`src/rtl/gfx256_rd_arbiter_if.sv`:
```
// Bundle of every signal between gfx256_rd_arbiter, its three read clients
// (z-buffer, texture, blender) and the wbm reader.
// The master modport is the arbiter's view. The slave modport is the view of
// the surrounding pipeline and reader.
interface gfx256_rd_arbiter_if #(
  parameter int MDW = 256
);

  // client side: z-buffer reads from the clip stage
  logic            z_request_i;
  logic [31:0]     z_addr_i;
  logic [31:0]     z_sel_i;
  logic            z_ack_o;
  logic            z_busy_o;

  // client side: texture reads from the fragment stage
  logic            tex_request_i;
  logic [31:0]     tex_addr_i;
  logic [31:0]     tex_sel_i;
  logic            tex_ack_o;
  logic            tex_busy_o;

  // client side: destination reads from the blender
  logic            blend_request_i;
  logic [31:0]     blend_addr_i;
  logic [31:0]     blend_sel_i;
  logic            blend_ack_o;
  logic            blend_busy_o;

  // shared returned line and current owner
  logic [MDW-1:0]  data_o;
  logic [1:0]      grant_o;

  // reader side
  logic            m_request_o;
  logic [31:0]     m_addr_o;
  logic [31:0]     m_sel_o;
  logic            m_ack_i;
  logic [MDW-1:0]  m_data_i;
  logic            m_busy_i;

  modport master (
    input  z_request_i, z_addr_i, z_sel_i,
    input  tex_request_i, tex_addr_i, tex_sel_i,
    input  blend_request_i, blend_addr_i, blend_sel_i,
    output z_ack_o, z_busy_o,
    output tex_ack_o, tex_busy_o,
    output blend_ack_o, blend_busy_o,
    output data_o, grant_o,
    output m_request_o, m_addr_o, m_sel_o,
    input  m_ack_i, m_data_i, m_busy_i
  );

  modport slave (
    output z_request_i, z_addr_i, z_sel_i,
    output tex_request_i, tex_addr_i, tex_sel_i,
    output blend_request_i, blend_addr_i, blend_sel_i,
    input  z_ack_o, z_busy_o,
    input  tex_ack_o, tex_busy_o,
    input  blend_ack_o, blend_busy_o,
    input  data_o, grant_o,
    input  m_request_o, m_addr_o, m_sel_o,
    output m_ack_i, m_data_i, m_busy_i
  );

endinterface

```
`src/rtl/gfx256_rd_arbiter.sv`:
```
// gfx256_rd_arbiter: round-robin owner of the single wbm read port, shared by
// the z-buffer, texture and blender read clients.
// One client owns the port for the whole transaction. Its address and
// byte select are latched at grant time. The returned line is registered into
// data_o, and the owner gets a one-cycle ack. A mandatory RELEASE cycle gives
// the served client time to drop its request before the next arbitration.
module gfx256_rd_arbiter #(
  parameter int MDW = 256
) (
  input  logic               clk_i,
  input  logic               rst_i,
  gfx256_rd_arbiter_if.master bus
);

  // client encoding shared by grant_o, last_grant and the request vector
  localparam logic [1:0] CL_Z     = 2'd0;
  localparam logic [1:0] CL_TEX   = 2'd1;
  localparam logic [1:0] CL_BLEND = 2'd2;
  localparam logic [1:0] CL_NONE  = 2'd3;

  typedef enum logic [1:0] {
    IDLE    = 2'd0,
    ISSUE   = 2'd1,
    RELEASE = 2'd2
  } state_t;

  state_t          state_q, state_d;
  logic [1:0]      last_grant_q, last_grant_d;
  logic [1:0]      grant_q, grant_d;
  logic            m_request_q, m_request_d;
  logic [31:0]     m_addr_q, m_addr_d;
  logic [31:0]     m_sel_q, m_sel_d;
  logic [MDW-1:0]  data_q, data_d;
  logic [2:0]      ack_q, ack_d;

  // The top bit is a constant zero, so an index of 3 (no owner) reads as "not requesting".
  logic [3:0]      req_vec;
  logic            pick_valid;
  logic [1:0]      pick;
  logic [31:0]     pick_addr;
  logic [31:0]     pick_sel;
  logic            owner_req;
  logic [2:0]      owner_onehot;

  assign req_vec = {1'b0, bus.blend_request_i, bus.tex_request_i, bus.z_request_i};

  // Rotation order z -> tex -> blend -> z. "None" restarts at z.
  function automatic logic [1:0] next_client(input logic [1:0] c);
    case (c)
      CL_Z:    next_client = CL_TEX;
      CL_TEX:  next_client = CL_BLEND;
      default: next_client = CL_Z;
    endcase
  endfunction

  // One-hot ack position for a client. The "none" code maps to no ack.
  function automatic logic [2:0] client_onehot(input logic [1:0] c);
    case (c)
      CL_Z:     client_onehot = 3'b001;
      CL_TEX:   client_onehot = 3'b010;
      CL_BLEND: client_onehot = 3'b100;
      default:  client_onehot = 3'b000;
    endcase
  endfunction

  // Search for a winner, starting at the client after last_grant and wrapping.
  always_comb begin
    logic [1:0] cand;
    pick_valid = 1'b0;
    pick       = CL_Z;
    cand       = last_grant_q;
    for (int i = 0; i < 3; i++) begin
      cand = next_client(cand);
      if (!pick_valid && req_vec[cand]) begin
        pick_valid = 1'b1;
        pick       = cand;
      end
    end
  end

  // Select the address and byte select of the winning client for latching.
  always_comb begin
    pick_addr = bus.z_addr_i;
    pick_sel  = bus.z_sel_i;
    case (pick)
      CL_TEX: begin
        pick_addr = bus.tex_addr_i;
        pick_sel  = bus.tex_sel_i;
      end
      CL_BLEND: begin
        pick_addr = bus.blend_addr_i;
        pick_sel  = bus.blend_sel_i;
      end
      default: begin
        pick_addr = bus.z_addr_i;
        pick_sel  = bus.z_sel_i;
      end
    endcase
  end

  // A withdrawn owner request swallows the ack, but the line is still captured.
  assign owner_req    = req_vec[grant_q];
  assign owner_onehot = client_onehot(grant_q);

  // Next-state and registered-output logic for the grant FSM.
  always_comb begin
    state_d      = state_q;
    last_grant_d = last_grant_q;
    grant_d      = grant_q;
    m_request_d  = m_request_q;
    m_addr_d     = m_addr_q;
    m_sel_d      = m_sel_q;
    data_d       = data_q;
    ack_d        = 3'b000;
    case (state_q)
      IDLE: begin
        m_request_d = 1'b0;
        if (pick_valid && !bus.m_busy_i) begin
          state_d      = ISSUE;
          grant_d      = pick;
          last_grant_d = pick;
          m_request_d  = 1'b1;
          m_addr_d     = pick_addr;
          m_sel_d      = pick_sel;
        end
      end
      ISSUE: begin
        m_request_d = 1'b1;
        if (bus.m_ack_i) begin
          data_d      = bus.m_data_i;
          ack_d       = owner_req ? owner_onehot : 3'b000;
          m_request_d = 1'b0;
          state_d     = RELEASE;
        end
      end
      RELEASE: begin
        m_request_d = 1'b0;
        grant_d     = CL_NONE;
        state_d     = IDLE;
      end
      default: begin
        m_request_d = 1'b0;
        grant_d     = CL_NONE;
        state_d     = IDLE;
      end
    endcase
  end

  // State and output registers. Reset clears any in-flight transaction at once.
  always_ff @(posedge clk_i or posedge rst_i) begin
    if (rst_i) begin
      state_q      <= IDLE;
      last_grant_q <= CL_BLEND;
      grant_q      <= CL_NONE;
      m_request_q  <= 1'b0;
      m_addr_q     <= '0;
      m_sel_q      <= '0;
      data_q       <= '0;
      ack_q        <= 3'b000;
    end else begin
      state_q      <= state_d;
      last_grant_q <= last_grant_d;
      grant_q      <= grant_d;
      m_request_q  <= m_request_d;
      m_addr_q     <= m_addr_d;
      m_sel_q      <= m_sel_d;
      data_q       <= data_d;
      ack_q        <= ack_d;
    end
  end

  assign bus.m_request_o = m_request_q;
  assign bus.m_addr_o    = m_addr_q;
  assign bus.m_sel_o     = m_sel_q;
  assign bus.data_o      = data_q;
  assign bus.grant_o     = grant_q;
  assign bus.z_ack_o     = ack_q[0];
  assign bus.tex_ack_o   = ack_q[1];
  assign bus.blend_ack_o = ack_q[2];

  // A client is busy when the reader is busy, or when a transaction is in flight for another client.
  assign bus.z_busy_o     = bus.m_busy_i | ((state_q != IDLE) && (grant_q != CL_Z));
  assign bus.tex_busy_o   = bus.m_busy_i | ((state_q != IDLE) && (grant_q != CL_TEX));
  assign bus.blend_busy_o = bus.m_busy_i | ((state_q != IDLE) && (grant_q != CL_BLEND));

endmodule

```
`src/flat_wrapper.sv`:
```
// flat-port wrapper written by rule: the top's interface ports become plain ports
module gfx256_rd_arbiter_flat 
#(
  parameter int MDW = 256
)
  (clk_i, rst_i, bus_z_request_i, bus_z_addr_i, bus_z_sel_i, bus_tex_request_i, bus_tex_addr_i, bus_tex_sel_i, bus_blend_request_i, bus_blend_addr_i, bus_blend_sel_i, bus_z_ack_o, bus_z_busy_o, bus_tex_ack_o, bus_tex_busy_o, bus_blend_ack_o, bus_blend_busy_o, bus_data_o, bus_grant_o, bus_m_request_o, bus_m_addr_o, bus_m_sel_o, bus_m_ack_i, bus_m_data_i, bus_m_busy_i);
  gfx256_rd_arbiter_if #(.MDW(MDW)) bus_i ();
  input  logic clk_i;
  input  logic rst_i;
  input wire logic [$bits(bus_i.z_request_i)-1:0] bus_z_request_i;
  input wire logic [$bits(bus_i.z_addr_i)-1:0] bus_z_addr_i;
  input wire logic [$bits(bus_i.z_sel_i)-1:0] bus_z_sel_i;
  input wire logic [$bits(bus_i.tex_request_i)-1:0] bus_tex_request_i;
  input wire logic [$bits(bus_i.tex_addr_i)-1:0] bus_tex_addr_i;
  input wire logic [$bits(bus_i.tex_sel_i)-1:0] bus_tex_sel_i;
  input wire logic [$bits(bus_i.blend_request_i)-1:0] bus_blend_request_i;
  input wire logic [$bits(bus_i.blend_addr_i)-1:0] bus_blend_addr_i;
  input wire logic [$bits(bus_i.blend_sel_i)-1:0] bus_blend_sel_i;
  output wire logic [$bits(bus_i.z_ack_o)-1:0] bus_z_ack_o;
  output wire logic [$bits(bus_i.z_busy_o)-1:0] bus_z_busy_o;
  output wire logic [$bits(bus_i.tex_ack_o)-1:0] bus_tex_ack_o;
  output wire logic [$bits(bus_i.tex_busy_o)-1:0] bus_tex_busy_o;
  output wire logic [$bits(bus_i.blend_ack_o)-1:0] bus_blend_ack_o;
  output wire logic [$bits(bus_i.blend_busy_o)-1:0] bus_blend_busy_o;
  output wire logic [$bits(bus_i.data_o)-1:0] bus_data_o;
  output wire logic [$bits(bus_i.grant_o)-1:0] bus_grant_o;
  output wire logic [$bits(bus_i.m_request_o)-1:0] bus_m_request_o;
  output wire logic [$bits(bus_i.m_addr_o)-1:0] bus_m_addr_o;
  output wire logic [$bits(bus_i.m_sel_o)-1:0] bus_m_sel_o;
  input wire logic [$bits(bus_i.m_ack_i)-1:0] bus_m_ack_i;
  input wire logic [$bits(bus_i.m_data_i)-1:0] bus_m_data_i;
  input wire logic [$bits(bus_i.m_busy_i)-1:0] bus_m_busy_i;
  assign bus_i.z_request_i = bus_z_request_i;
  assign bus_i.z_addr_i = bus_z_addr_i;
  assign bus_i.z_sel_i = bus_z_sel_i;
  assign bus_i.tex_request_i = bus_tex_request_i;
  assign bus_i.tex_addr_i = bus_tex_addr_i;
  assign bus_i.tex_sel_i = bus_tex_sel_i;
  assign bus_i.blend_request_i = bus_blend_request_i;
  assign bus_i.blend_addr_i = bus_blend_addr_i;
  assign bus_i.blend_sel_i = bus_blend_sel_i;
  assign bus_z_ack_o = bus_i.z_ack_o;
  assign bus_z_busy_o = bus_i.z_busy_o;
  assign bus_tex_ack_o = bus_i.tex_ack_o;
  assign bus_tex_busy_o = bus_i.tex_busy_o;
  assign bus_blend_ack_o = bus_i.blend_ack_o;
  assign bus_blend_busy_o = bus_i.blend_busy_o;
  assign bus_data_o = bus_i.data_o;
  assign bus_grant_o = bus_i.grant_o;
  assign bus_m_request_o = bus_i.m_request_o;
  assign bus_m_addr_o = bus_i.m_addr_o;
  assign bus_m_sel_o = bus_i.m_sel_o;
  assign bus_i.m_ack_i = bus_m_ack_i;
  assign bus_i.m_data_i = bus_m_data_i;
  assign bus_i.m_busy_i = bus_m_busy_i;
  gfx256_rd_arbiter #(.MDW(MDW)) u_core (.clk_i(clk_i), .rst_i(rst_i), .bus(bus_i));
endmodule
```
`config.mk`:
```
export PLATFORM = sky130hd
export DESIGN_NAME = gfx256_rd_arbiter_flat
export DESIGN_NICKNAME = d
export VERILOG_FILES = /design/src/rtl/gfx256_rd_arbiter_if.sv /design/src/rtl/gfx256_rd_arbiter.sv /design/src/flat_wrapper.sv
export SDC_FILE = /design/constraint.sdc
export NUM_CORES = 1
export LEC_CHECK = 0
export CORE_AREA = 4 4 301 303
export CTS_CLUSTER_DIAMETER = 60
export DETAILED_ROUTE_END_ITERATION = 7
export DIE_AREA = 0 0 305 307
export SLEW_MARGIN = 20
export SYNTH_ARGS = -nofsm -noshare
export SYNTH_HDL_FRONTEND = slang
export SYNTH_SLANG_ARGS = --single-unit
```
`constraint.sdc`:
```
create_clock -name clk_i -period 18.2 [get_ports clk_i]
set_input_delay 3.64 -clock clk_i [delete_from_list [all_inputs] [get_ports clk_i]]
set_output_delay 3.64 -clock clk_i [all_outputs]
set_load 0.1 [all_outputs]
```
==> summary.md <==
| Metric | Value |
|---|---|
| Placed wire-length estimate | around 42,000 um |
| Critical R2R Launch | u_core.state_q[1] |
| Hold path endpoint | u_core.bus.data_o[248] |
| # diodes | 0 |
| Crit-path slowest cell | clkdlybuf4s50_1 |
| Starting Density | 16.6% |
| Synth Register Bits | 330 |
| Syn-to-layout area delta | 70.4% |
| Worst path cell trace | clkdlybuf4s50_1 -> o21bai_1 -> clkdlybuf4s50_1 |
| Hold-fix buffer count after cts | 0 |
| Ys async rst share | 100% |
| Least-Margin Pin Slew | 1.18 ns |
| Flop2flop setup slack | 14.66 ns |
| Drt pass-1 iters | 5 |
| WP buf/inv | 2 |
| Final setup vio count | 0 |
| Cells after DPL | between 2,000 and 3,000 |
| Total CTS buffers | 45 |
| Post-Syn Area | 14,600 sq um |
| Worst setup path category | in -> out |
| Die area | about 94,000 sq um |
| Antenna Violating Nets Remaining | 0 |
| Iteration-0 DRC count of the detailed router | 686 |
| Longest Clk Path Bufs | 3 |
| Post-synth EDFFs | 0 |
| Synth top area cells | dfrtp_1, mux2_4, mux2_2, a22oi_1, o21ai_0 |
| CP max stage delay | 1.21 ns |
| Post-CTS sizing | 0 |
| Hold WC Path Type | reg -> reg |
| Core Region | 88,000 sq um |
| CTS tree | yes |
| Fin. Hold Viols | 0 |
| Max Fclk | 0.108 GHz |
| Post-synthesis cell count | between 900 and 1,000 |
| Net Count, Synth | 1,402 |
| Final period util | 51.0% |
| Clock skew | 0.0187 ns |
| Die W | 305 um |
| Status | complete, no violations |
| Vias | 11,000 |
| Setup Buffers After CTS | 0 |
| Largest net degree at the start of global routing | 118 |
| Detailed-route wire length | 54,200 um |
| TNS Setup | 0 ns |
| Worst Path Arrival | between 5 and 6 ns |
| Setup crit start | bus_m_busy_i |
| CTS root buf | clkbuf_16 |
| R2R depth | 5 |
| Critical path's top delay family | buffers and inverters |
| Hold path start | u_core.bus.data_o[248] |
| Area share of the largest cell type after synthesis | 56.0% |
| Post-DR vias/cell | 3.77 |
| Type of origin of the critical path | input pin |
| Ports | 784 |
| Fill count | 8,905 |
| Share of cells above drive strength 1 | 23.3% |
| Clock Sinks | 330 |
| Avg Cell Area, Syn | 15.5 sq um |
| GRT met1 Usage | about 13% |
| Number of distinct library cells after synthesis | 30 |
| FF/Latch Area | 8260 sq um |
| Routed wire length per instance | between 15 and 20 um |
| Final worst path period need | 9.29 ns |
| Worst Path Required | 14.56 ns |
| Grt met2 use | 18.8% |
| Post-synthesis sequential area ratio | 56.5% |
| Routability cong. | 0.899 |
| Max Cap Viol | 0 |
| Clk_lat worst skew | 0.57 ns |
| CTS H-tree depth | 2 |
| Finished Layout Cells | 2,917 |
| Antenna violations before repair | 0 |
| Rows | 109 |
| Hold Path Stages | 1 |
| Area leader, netlist | dfrtp_1 |
| Die H | just over 300 um |
| Top cell by count, worst path | clkdlybuf4s50_1 |
| Max-slew violations | 0 |
| Multi-input gate area | 5840 sq um |
| Slew HR | 21.1% |
| Vias in the first global route | around 12,000 |
| Unrepaired setup endpoints after global routing | false |
| Gr usage total | 10.9% |
| Most used flip-flop cell after synthesis | dfrtp_1 |
| Most frequent cell after synthesis | dfrtp_1 |
| First-pass GRT wire length | 79,500 um |
| Met3 Use GR | about 3.6% |
| Layout net count | about 2,200 |
| Top Usage Layer GRT | met2 |
| Remaining global-route overflow | 0 |
| DRC errors left | 0 |
| CP endpoint kind | output port |
| Peak fanout along the critical path | 6 |
| Synthesis Warnings | 0 |
| Port bufs | 783 |
| Clock slew at reported path FFs | 0.05 ns |
| R2R Path End | u_core.bus.data_o[12] |
| Post-synth top cells | dfrtp_1, mux2_4, mux2_2, o21ai_0 |
-- per-layer routing --
metal	routed length [um]	up-vias	part of all wire (%)
met1	20700	5436	38
li1	-	4931	-
met3	4900	97	9.0
met2	26700	522	49
met5	0	-	0
met4	1880	0	3.5
-- state kept, by name, summed over array words and instances (netlist names) --
signal	cells
u_core.bus.m_request_o	1
u_core.bus.data_o	256
u_core.bus.m_sel_o	32
u_core.ack_q	3
u_core.last_grant_q	2
u_core.state_q	2
u_core.bus.m_addr_o	32
u_core.bus.grant_o	2
-- area by class of cell --
class	instances	area share, %
clock inverter	14	0.542
sequential	330	33.2
inverter	4	0.0904
multi-input combinational	547	23.4
tap	1165	5.85
timing repair buffer	793	31.8
clock buffer	64	5.13
-- stage by stage --
step                util [%]  area (sq um)  hold WS [ns]  setup WS, ns
global placement        26.7         23500         0.489          8.90
global route            28.3         24900         0.515          8.87
finish                  28.3         24900         0.502          8.91
CTS                     28.3         24900         0.508          8.89
detailed placement      26.7         23500         0.491          8.90
floorplan                  -         14600         0.479          5.43
-- cells by family after synthesis --
kind of cell	after synthesis	share of synthesized area (%)
AO/OA/AOI/OAI	142	6.17
adder cells (fa/ha/maj)	2	0.171
buffers and inverters	68	3.70
flip-flops	330	56.5
multiplexers	321	31.0
AND/OR/NAND/NOR	82	2.44
-- placed cells by master, fill, tap and decap left out, types with 6 or more instances in the layout --
cell type and instances:
mux2_4 246, buf_4 10, clkbuf_1 11, clkinv_2 6, o21ai_0 65, mux2_2 75, clkdlybuf4s50_1 782, clkbuf_16 45
dfrtp_1 327, a22oi_1 64, clkbuf_8 8, nand2_1 64
-- worst max path at each step --
stage,to,slack [ns],cells past startpoint
6_report,bus_blend_busy_o,8.91,3
5_1_grt,bus_blend_busy_o,8.87,3
4_1_cts,bus_blend_busy_o,8.89,3
3_5_place_dp,bus_blend_busy_o,8.90,3
3_3_place_gp,bus_blend_busy_o,8.90,3
2_1_floorplan,u_core.ack_q[0],5.43,1
Power is left out: the tool's default activity adds up to more than one toggle a clock period on the data nets, which glitch-free logic cannot reach.
